--- config.mk ---
export PLATFORM = sky130hd
export DESIGN_NAME = mkmif_spi
export DESIGN_NICKNAME = d
export VERILOG_FILES = /design/src/rtl/mkmif_pkg.sv /design/src/rtl/mkmif_clk_div.sv /design/src/rtl/mkmif_spi.sv
export SDC_FILE = /design/constraint.sdc
export NUM_CORES = 1
export LEC_CHECK = 0
export ABC_AREA = 1
export CAP_MARGIN = 20
export CORE_MARGIN = 2
export CORE_UTILIZATION = 51
export DETAILED_ROUTE_END_ITERATION = 12
export DONT_BUFFER_PORTS = 1
export PLACE_DENSITY = 0.67
export SETUP_SLACK_MARGIN = 0.4
export SLEW_MARGIN = 20
export SYNTH_ARGS = -nofsm -noshare
export SYNTH_HDL_FRONTEND = slang
export SYNTH_SLANG_ARGS = --single-unit
--- constraint.sdc ---
create_clock -name clk -period 2.6 [get_ports clk]
set_input_delay 0.39 -clock clk [delete_from_list [all_inputs] [get_ports clk]]
set_output_delay 0.39 -clock clk [all_outputs]
set_load 0.1 [all_outputs]
--- src/rtl/mkmif_pkg.sv ---
// Shared constants and FSM encoding for the MKM interface SPI path (23K640 SRAM).
package mkmif_pkg;

   localparam logic [7:0] SPI_CMD_READ  = 8'h03;
   localparam logic [7:0] SPI_CMD_WRITE = 8'h02;
   localparam logic [7:0] SPI_CMD_RDSR  = 8'h05;
   localparam logic [7:0] SPI_CMD_WRSR  = 8'h01;

   // Status register value: sequential mode, HOLD disabled
   localparam logic [7:0] SRAM_STATUS_SEQ = 8'h41;

   localparam int unsigned MIN_SCLK_DIV = 2;

   typedef enum logic [2:0] {
      ST_IDLE      = 3'd0,
      ST_CS_SETUP  = 3'd1,
      ST_SCLK_HIGH = 3'd2,
      ST_SCLK_LOW  = 3'd3,
      ST_CS_HOLD   = 3'd4
   } spi_state_e;

endpackage

--- src/rtl/mkmif_clk_div.sv ---
// Loadable down-counter timing each SPI phase; tick_c marks the last cycle, first_c the first.
module mkmif_clk_div #(
   parameter int unsigned DIV_WIDTH = 16
) (
   input  logic                 clk,
   input  logic                 reset_n,
   input  logic                 load,
   input  logic [DIV_WIDTH-1:0] div,
   output logic                 tick_c,
   output logic                 first_c
);

   logic [DIV_WIDTH-1:0] cnt;

   always_ff @(posedge clk or negedge reset_n) begin
      if (!reset_n)
         cnt <= '0;
      else if (load)
         cnt <= div - DIV_WIDTH'(1);
      else if (cnt != '0)
         cnt <= cnt - DIV_WIDTH'(1);
   end

   assign tick_c  = (cnt == '0);
   assign first_c = (cnt == div - DIV_WIDTH'(1));

endmodule

--- src/rtl/mkmif_spi.sv ---
// Byte-oriented mode-0 SPI master for the 23K640 SRAM.
// Optional MKMIF_SPI_LOOPBACK_EN adds a loopback input for bring-up self-test.
module mkmif_spi
   import mkmif_pkg::*;
#(
   parameter int unsigned MAX_BYTES = 7,
   parameter int unsigned DIV_WIDTH = 16
) (
   input  logic                   clk,
   input  logic                   reset_n,
   output logic                   spi_sclk,
   output logic                   spi_cs_n,
   input  logic                   spi_do,
   output logic                   spi_di,
   input  logic                   start,
   input  logic [2:0]             length,
   input  logic [DIV_WIDTH-1:0]   sclk_div,
   input  logic [8*MAX_BYTES-1:0] tx_data,
   output logic [31:0]            rx_data,
`ifdef MKMIF_SPI_LOOPBACK_EN
   input  logic                   loopback,
`endif
   output logic                   ready
);

   localparam int unsigned TX_W  = 8 * MAX_BYTES;
   localparam int unsigned CNT_W = $clog2(TX_W + 1);

   spi_state_e           state_q, state_nxt;
   logic [DIV_WIDTH-1:0] div_q, div_eff_c, div_sel_c;
   logic [TX_W-1:0]      tx_sr;
   logic [31:0]          rx_sr;
   logic [CNT_W-1:0]     bit_cnt;
   logic                 tick_c, first_c, load_c, start_ok_c, rx_in_c, loop_c;
   logic                 sclk_nxt, cs_n_nxt, ready_nxt;

`ifdef MKMIF_SPI_LOOPBACK_EN
   assign loop_c  = loopback;
   assign rx_in_c = loopback ? spi_di : spi_do;
`else
   assign loop_c  = 1'b0;
   assign rx_in_c = spi_do;
`endif

   assign div_eff_c  = (sclk_div < DIV_WIDTH'(MIN_SCLK_DIV)) ? DIV_WIDTH'(MIN_SCLK_DIV) : sclk_div;
   assign start_ok_c = (state_q == ST_IDLE) && start && (length != 3'd0);
   assign div_sel_c  = (state_q == ST_IDLE) ? div_eff_c : div_q;
   assign load_c     = (state_nxt != state_q);

   mkmif_clk_div #(.DIV_WIDTH(DIV_WIDTH)) u_clk_div (
      .clk     (clk),
      .reset_n (reset_n),
      .load    (load_c),
      .div     (div_sel_c),
      .tick_c  (tick_c),
      .first_c (first_c)
   );

   // State register
   always_ff @(posedge clk or negedge reset_n) begin
      if (!reset_n)
         state_q <= ST_IDLE;
      else
         state_q <= state_nxt;
   end

   // Next-state logic
   always_comb begin
      state_nxt = state_q;
      case (state_q)
         ST_IDLE:      if (start_ok_c) state_nxt = ST_CS_SETUP;
         ST_CS_SETUP:  if (tick_c) state_nxt = ST_SCLK_HIGH;
         ST_SCLK_HIGH: if (tick_c) state_nxt = ST_SCLK_LOW;
         ST_SCLK_LOW:  if (tick_c) state_nxt = (bit_cnt == '0) ? ST_CS_HOLD : ST_SCLK_HIGH;
         ST_CS_HOLD:   if (tick_c) state_nxt = ST_IDLE;
         default:      state_nxt = ST_IDLE;
      endcase
   end

   // Pin levels decoded from the state being entered, then registered
   always_comb begin
      sclk_nxt  = 1'b0;
      cs_n_nxt  = 1'b1;
      ready_nxt = 1'b0;
      case (state_nxt)
         ST_IDLE:      ready_nxt = 1'b1;
         ST_CS_SETUP,
         ST_SCLK_LOW:  cs_n_nxt = loop_c;
         ST_SCLK_HIGH: begin
            sclk_nxt = 1'b1;
            cs_n_nxt = loop_c;
         end
         default: ;
      endcase
   end

   always_ff @(posedge clk or negedge reset_n) begin
      if (!reset_n) begin
         spi_sclk <= 1'b0;
         spi_cs_n <= 1'b1;
         ready    <= 1'b1;
      end else begin
         spi_sclk <= sclk_nxt;
         spi_cs_n <= cs_n_nxt;
         ready    <= ready_nxt;
      end
   end

   // Shift registers; tx_sr holds the bits still to be sent after the one on spi_di
   always_ff @(posedge clk or negedge reset_n) begin
      if (!reset_n) begin
         div_q   <= '0;
         tx_sr   <= '0;
         rx_sr   <= '0;
         bit_cnt <= '0;
         spi_di  <= 1'b0;
         rx_data <= '0;
      end else if (start_ok_c) begin
         div_q   <= div_eff_c;
         tx_sr   <= {tx_data[TX_W-2:0], 1'b0};
         rx_sr   <= '0;
         bit_cnt <= CNT_W'({length, 3'b000});
         spi_di  <= tx_data[TX_W-1];
      end else begin
         case (state_q)
            ST_SCLK_HIGH: begin
               if (first_c)
                  rx_sr <= {rx_sr[30:0], rx_in_c};
               if (tick_c) begin
                  tx_sr   <= {tx_sr[TX_W-2:0], 1'b0};
                  spi_di  <= tx_sr[TX_W-1];
                  bit_cnt <= bit_cnt - CNT_W'(1);
               end
            end
            ST_SCLK_LOW:
               if (tick_c && (bit_cnt == '0))
                  spi_di <= 1'b0;
            ST_CS_HOLD:
               if (tick_c)
                  rx_data <= rx_sr;
            default: ;
         endcase
      end
   end

endmodule

======== Word-level counts from Yosys, hierarchy flattened ========
Cells that the tools add are included.
operators by class
  eq/ne operators ......................... 11
  reductions and logical operators ........ 19
  $add $sub $neg .......................... 3
  bitwise operators ....................... 1
  order comparisons ....................... 1
  multiplexer cells ....................... 27
operators by type and width
  kind                                                         number
  two-way mux 56 bit                                           3
  two-way mux 32 bit                                           3
  two-way mux 16 bit                                           4
  subtractor 16 x 1 -> 16 bit, second input constant           2
  two-way mux 3 bit                                            6
  two-way mux 6 bit                                            3
  == test 16 bit                                               1
  logical NOT 16 bit                                           1
  less-than comparator 16 x 2 -> 1 bit, second input constant  1
  nonzero test 16 bit                                          1
  one-hot mux 3 bit (5 select lines)                           1
  == test 3 x 2 -> 1 bit, second input constant                4
  nonzero test 2 bit                                           4
  == test 3 x 1 -> 1 bit, second input constant                2
  logical NOT 3 bit                                            2
  logical NOT 6 bit                                            1
  two-way mux 1 bit                                            6
  inequality test 3 bit, second input constant                 2
  AND reduction 3 bit                                          2
  nonzero test 3 bit                                           2
  subtractor 6 x 1 -> 6 bit, second input constant             1
  AND reduction 2 bit                                          2
  == test 3 bit, second input constant                         1
  logical AND 1 bit                                            3
  other kinds (4)                                              4
word-level totals
  bits in registers ....................... 165
  word-level logic and storage cells ...... 73
  output and inout bits ................... 36

======== Depth between registers and ports, before layout ========
  depth after elaboration ................. 8
  gate-level depth with buffers ........... 24
  mapped depth without buffers ............ 23

======== Modules after synthesis ========
From an unflattened synthesis, not the netlist that was laid out.
second synthesis, totals
  cells, all modules ...................... 1053
  area total of the unflattened synthesis .. 8141.6 um^2
by module, submodules not included
  module         area each (um^2)  sequential area each (um^2)  cells each  instances
  mkmif_spi      6272.3            3706.1                       727         1
  mkmif_clk_div  1869.3            400.4                        326         1

======== Worst setup path after synthesis ========
No wires, ideal clock.
  kind .................................... register -> register
  start ................................... register state_q[1]
  end ..................................... register rx_sr[0]
  setup slack ............................. -52 ps
  cell stages (with the launch flop) ...... 19
  arrival time ............................ 2534 ps
  path buffers ............................ 1
  setup time .............................. 118 ps
  cell sequence ........................... dfrtp_1 > nor2_8 > nand2_4 > inv_2 > or2_2 > nand2_1 > ha_1 > nand3_2 > nor2_2 > nand4_1 > nand3_1 > nand2_1 > nor2_1 > nand3_2 > nor2_4 > nand3_2 > buf_2 > nand3_1 > nand2_1
between the ends
  word-level cells in the longest chain between the ends .. 6
ends and longest elaborated chain
  item                                  RTL line                          source
  start, declared                       mkmif_spi.sv:29                   spi_state_e state_q, state_nxt;
  start signal, assigned                mkmif_spi.sv:64                   state_q <= state_nxt;
  logical NOT 3 bit                     mkmif_spi.sv:46, mkmif_spi.sv:47
  two-way mux 16 bit                    mkmif_spi.sv:47                   assign div_sel_c = (state_q == ST_IDLE) ? div_eff_c : div_q;
  subtractor 16 x 1 -> 16 bit           mkmif_clk_div.sv:25               assign first_c = (cnt == div - DIV_WIDTH'(1));
  == test 16 bit                        mkmif_clk_div.sv:25
  nonzero test 2 bit (no source line)   -
  AND reduction 2 bit (no source line)  -
  end signal, assigned                  mkmif_spi.sv:128                  rx_sr <= {rx_sr[30:0], rx_in_c};
  end, declared                         mkmif_spi.sv:32                   logic [31:0] rx_sr;
Several ways; a longest one is shown, not always the timed one.
A chain may end at the register's enable or synchronous reset.

======== Final worst setup path ========
  start ................................... register state_q[1]
  end ..................................... register rx_sr[3]
Same word-level chain as after synthesis.

==> summary.txt <==
Global routing
  • First-pass GRT wire length: 36.43 mm
  • Largest net degree at the start of global routing: 165
  • Initial antenna violation count: 0
  • Total GRT Usage: 25.09%
  • Vias in the first global route: 7604
  • Total gr overflow: 0

Setup path
  • Most common cell type on the critical path: nand2_1
  • Worst path arrival time: 3.22 ns
  • CP delay by family, top: simple AND/OR/NAND/NOR gates
  • Reg2Reg Depth: 21
  • R2r setup slk: -0.25 ns
  • Crit path cell chain: nor2_8 -> nand2_4 -> inv_6 -> or2_4 -> nand2_4 -> ha_4 -> nand3_4 -> inv_4 -> buf_4 -> nand3_1 -> nand3_1 -> nand2_1 -> nand2_1 -> nor2_2 -> nand3_2 -> nor2_4 -> inv_2 -> nor2_4 -> clkbuf_16 -> nand2_1 -> nand2_1
  • Crit path buf inv count: 5
  • Worst setup SP type: flip-flop
  • Worst setup EP type: flip-flop
  • Worst setup path class: flip-flop to flip-flop
  • Critical R2R Capture: rx_sr[3]
  • Crit Path Max Fanout: 15
  • Slowest CP cell: dfrtp_2
  • Critical path's largest stage delay: 0.44 ns
  • Reg2reg start: state_q[1]
  • Worst Path Required: 2.97 ns

Place
  • Pre-CTS setup slack: -0.3387 ns
  • Dpl hpwl: 13.62 mm
  • IO buf count: 0
  • DP Area: 9519 um2
  • Routability cong.: 0.9366

STA
  • Worst slew pin tran: 0.9464 ns
  • Final Hold Vio Count: 164
  • Setup repair after global routing missed its margin: yes
  • Crit path time final: 2.849 ns
  • Layout Skew: 0.01046 ns
  • Slew headroom: 36.91%
  • Fin crit share: 109.6%
  • Fmax: 0.3510 GHz
  • Final WS setup: -0.2486 ns
  • Count of pins over their slew limit: 0
  • Final Hold Slack: -0.3524 ns
  • Setup violations, final: 32

Yosys
  • Seq cells post-synth: 164
  • Count of cell types in the netlist: 37
  • Post-Syn Nets: 1255
  • Ys Warns: 0
  • Avg Cell Area, Syn: 7.405 um2
  • Synthesized area: 8686 um2
  • Mapped Cells: 1173
  • Sequential share of the synthesized area: 47.28%

Clock network
  • Root Buffer: clkbuf_16
  • Clock latency on the worst-skew pair: 0.43 ns
  • TritonCTS clock tree: built
  • CTS HTree Levels: 4
  • CTS Sinks: 164
  • TritonCTS Buffers: 17
  • Worst-path clk slew: 0.07 ns
  • CTS max path bufs: 2

Job
  • Max-Cap Viols: 0

Final layout
  • Fin area: 11230 um2
  • Layout cell share with drive strength beyond 1: 24.69%
  • Final Net Count: 1353
  • Synthesis-to-finish area growth: 29.30%
  • Diodes inserted: 0

Pwr
  • P_int: 3.928 mW
  • Switch Pwr: 1.122 mW
  • Pwr Total: 5.050 mW
  • Static Leak: 5.716 nW
  • Logic pwr share: 0.3%
  • Register share of total power: 50.5%
  • Sw Ratio: 22.21%
  • Power Density: 449.6 nW/um2
  • Max IR drop VDD: 0.4528 mV
  • Clock power share: 49.2%

Die
  • Site Rows: 47
  • Starting Density: 52.19%
  • Die Area: 18090 um2
  • # IOs: 115
  • Width of the chip: 134.5 um
  • Die height: 134.5 um
  • Core Region: 16640 um2

Detailed routing
  • DRT iter0 DRCs: 594
  • DR vias/cell: 5.253
  • TritonRoute pass-1 iters: 5
  • Antenna-violating nets left: 0
  • WL final: 22.68 mm
  • WL/cell: 15.08 um
  • Residual DRC: 0
  • Via count: 7901

Status
  • Status: finished with violations
  • Failing checks: negative hold slack, negative setup slack

Worst hold path
  • Hold Path Class: primary input to asynchronous set/reset pin
-- worst reg2reg max path, delay by kind of cell (launching register included) --
kind / cells / cell delay, ns
flops: 1 / 0.44
buf+inv: 5 / 0.55
fa+ha+maj: 1 / 0.18
simple gates: 15 / 1.60
-- worst max path at each step --
stage,from,depth (start not counted),end,slack (ns)
floorplan,state_q[0],22,rx_sr[20],0.11
global placement,sclk_div[15],24,rx_sr[0],-0.29
detailed placement,sclk_div[15],24,rx_sr[28],-0.34
CTS,state_q[1],21,rx_sr[13],-0.17
global route,state_q[1],21,rx_sr[5],-0.37
finish,state_q[1],21,rx_sr[3],-0.25
-- sequential cells by signal, indices dropped and copies added, names as in the netlist --
signal	count
rx_sr	32
spi_di	1
div_q	16
bit_cnt	6
ready	1
tx_sr	55
state_q	3
rx_data	32
u_clk_div.cnt	16
spi_cs_n	1
spi_sclk	1
-- metrics by stage --
stage | setup TNS, ns | util [%] | cells
2_1_floorplan | 0 | - | 1173
3_3_place_gp | -9.003 | 57.20 | 1418
3_5_place_dp | -10.32 | 57.20 | 1418
4_1_cts | -5.025 | 65.29 | 1491
5_1_grt | -11.85 | 67.48 | 1504
6_report | -6.983 | 67.48 | 1504
-- power groups by stage --
| stage | clock network, mW | logic [mW] | registers, mW |
|---|---|---|---|
| after global routing | 2.63 | 0.0187 | 2.55 |
| after CTS | 2.52 | 0.0161 | 2.55 |
| after detailed placement | 0 | 0.0160 | 2.60 |
| after floorplan | 0 | 0.0100 | 2.60 |
| final | 2.48 | 0.0163 | 2.55 |
| after global placement | 0 | 0.0159 | 2.60 |
-- timing repair --
item / in CTS / in global routing
pin swaps: 17 / 25
hold endpoints to repair: 164 / 164
setup endpoints to repair: 143 / 148
cloned: 6 / 2
resized for setup: 101 / 88
buffers inserted: 35 / 11
-- layer usage --
layer  wire (um)  vias up  part of all wire (%)  GRT usage, %
li1            -     3887                     -             -
met1       10090     3707                    45         33.85
met2       10670      256                    47         39.74
met3        1311       51                   5.8         5.893
met4         597        0                   2.6         9.298
met5           0        -                     0             0
-- layout make-up --
class	count	area, um2
fill	1304	5411
timing repair buffer	131	1374
clock inverter	14	143.9
clock buffer	18	439.2
inverter	158	610.6
sequential	164	4109
multi-input combinational	799	4279
tap	220	275.3
-- Yosys cell counts --
cell type | n | area, um2
nor2_1 | 75 | 281.5
clkinv_1 | 2 | 7.510
nand2_4 | 1 | 11.26
o21ai_1 | 5 | 25.02
xnor3_1 | 1 | 22.52
nand3b_1 | 2 | 15.01
dfstp_2 | 2 | 52.55
nand3_1 | 86 | 430.4
nor4_1 | 3 | 18.77
mux2_2 | 14 | 157.7
clkbuf_1 | 32 | 120.1
ha_1 | 3 | 37.54
nand2_1 | 374 | 1404
a31oi_1 | 4 | 25.02
a21oi_1 | 10 | 50.05
or3_1 | 1 | 6.260
buf_6 | 6 | 67.56
nor2_2 | 8 | 50.05
xnor2_1 | 1 | 8.760
inv_1 | 148 | 555.5
o22ai_1 | 4 | 25.02
o21ai_0 | 153 | 765.7
buf_4 | 1 | 7.510
xor2_1 | 12 | 105.1
nor3_1 | 11 | 55.05
or2_2 | 3 | 18.77
inv_2 | 8 | 30.03
nand4_1 | 9 | 56.30
nor2_4 | 3 | 33.78
o31ai_1 | 3 | 22.52
buf_1 | 5 | 18.77
nand2_2 | 8 | 50.05
nand3_2 | 3 | 30.03
buf_2 | 8 | 40.04
dfrtp_1 | 162 | 4054
or2_1 | 1 | 6.260
nor2_8 | 1 | 20.02
-- cells in the final DEF, fill, tap and decap left out, types with 3 or more instances in the layout --
master      count
o21ai_0       125
buf_12         14
inv_6           6
a21oi_2         4
buf_16          5
dfrtp_1       160
buf_4          88
o22ai_1         3
buf_6          20
nor2_4         11
nand2_1       333
inv_1         137
nor2_1         63
nor3_4          3
mux2_4         14
nand3_1        73
nand3_2        15
nand2_4        14
clkbuf_16      19
a21oi_1         6
nand2_2        35
clkinv_4        6
o21ai_1        25
or2_4           3
nor3_1          6
a31oi_1         4
inv_2          14
clkinvlp_4      3
xor2_1         12
nand4_1         9
o21ai_2         7
nor2_2         12
-- logic make-up after synthesis --
logic type	synth area share, %
muxes	1.815
AOI/OAI and AO/OA	10.52
and+or+nand+nor	28.64
adders and majority gates	0.4322
buffers and inverters	9.752
DFF	47.28
xor gates and xnor gates	1.570
Note: power is estimated with default switching activity, not from simulation.
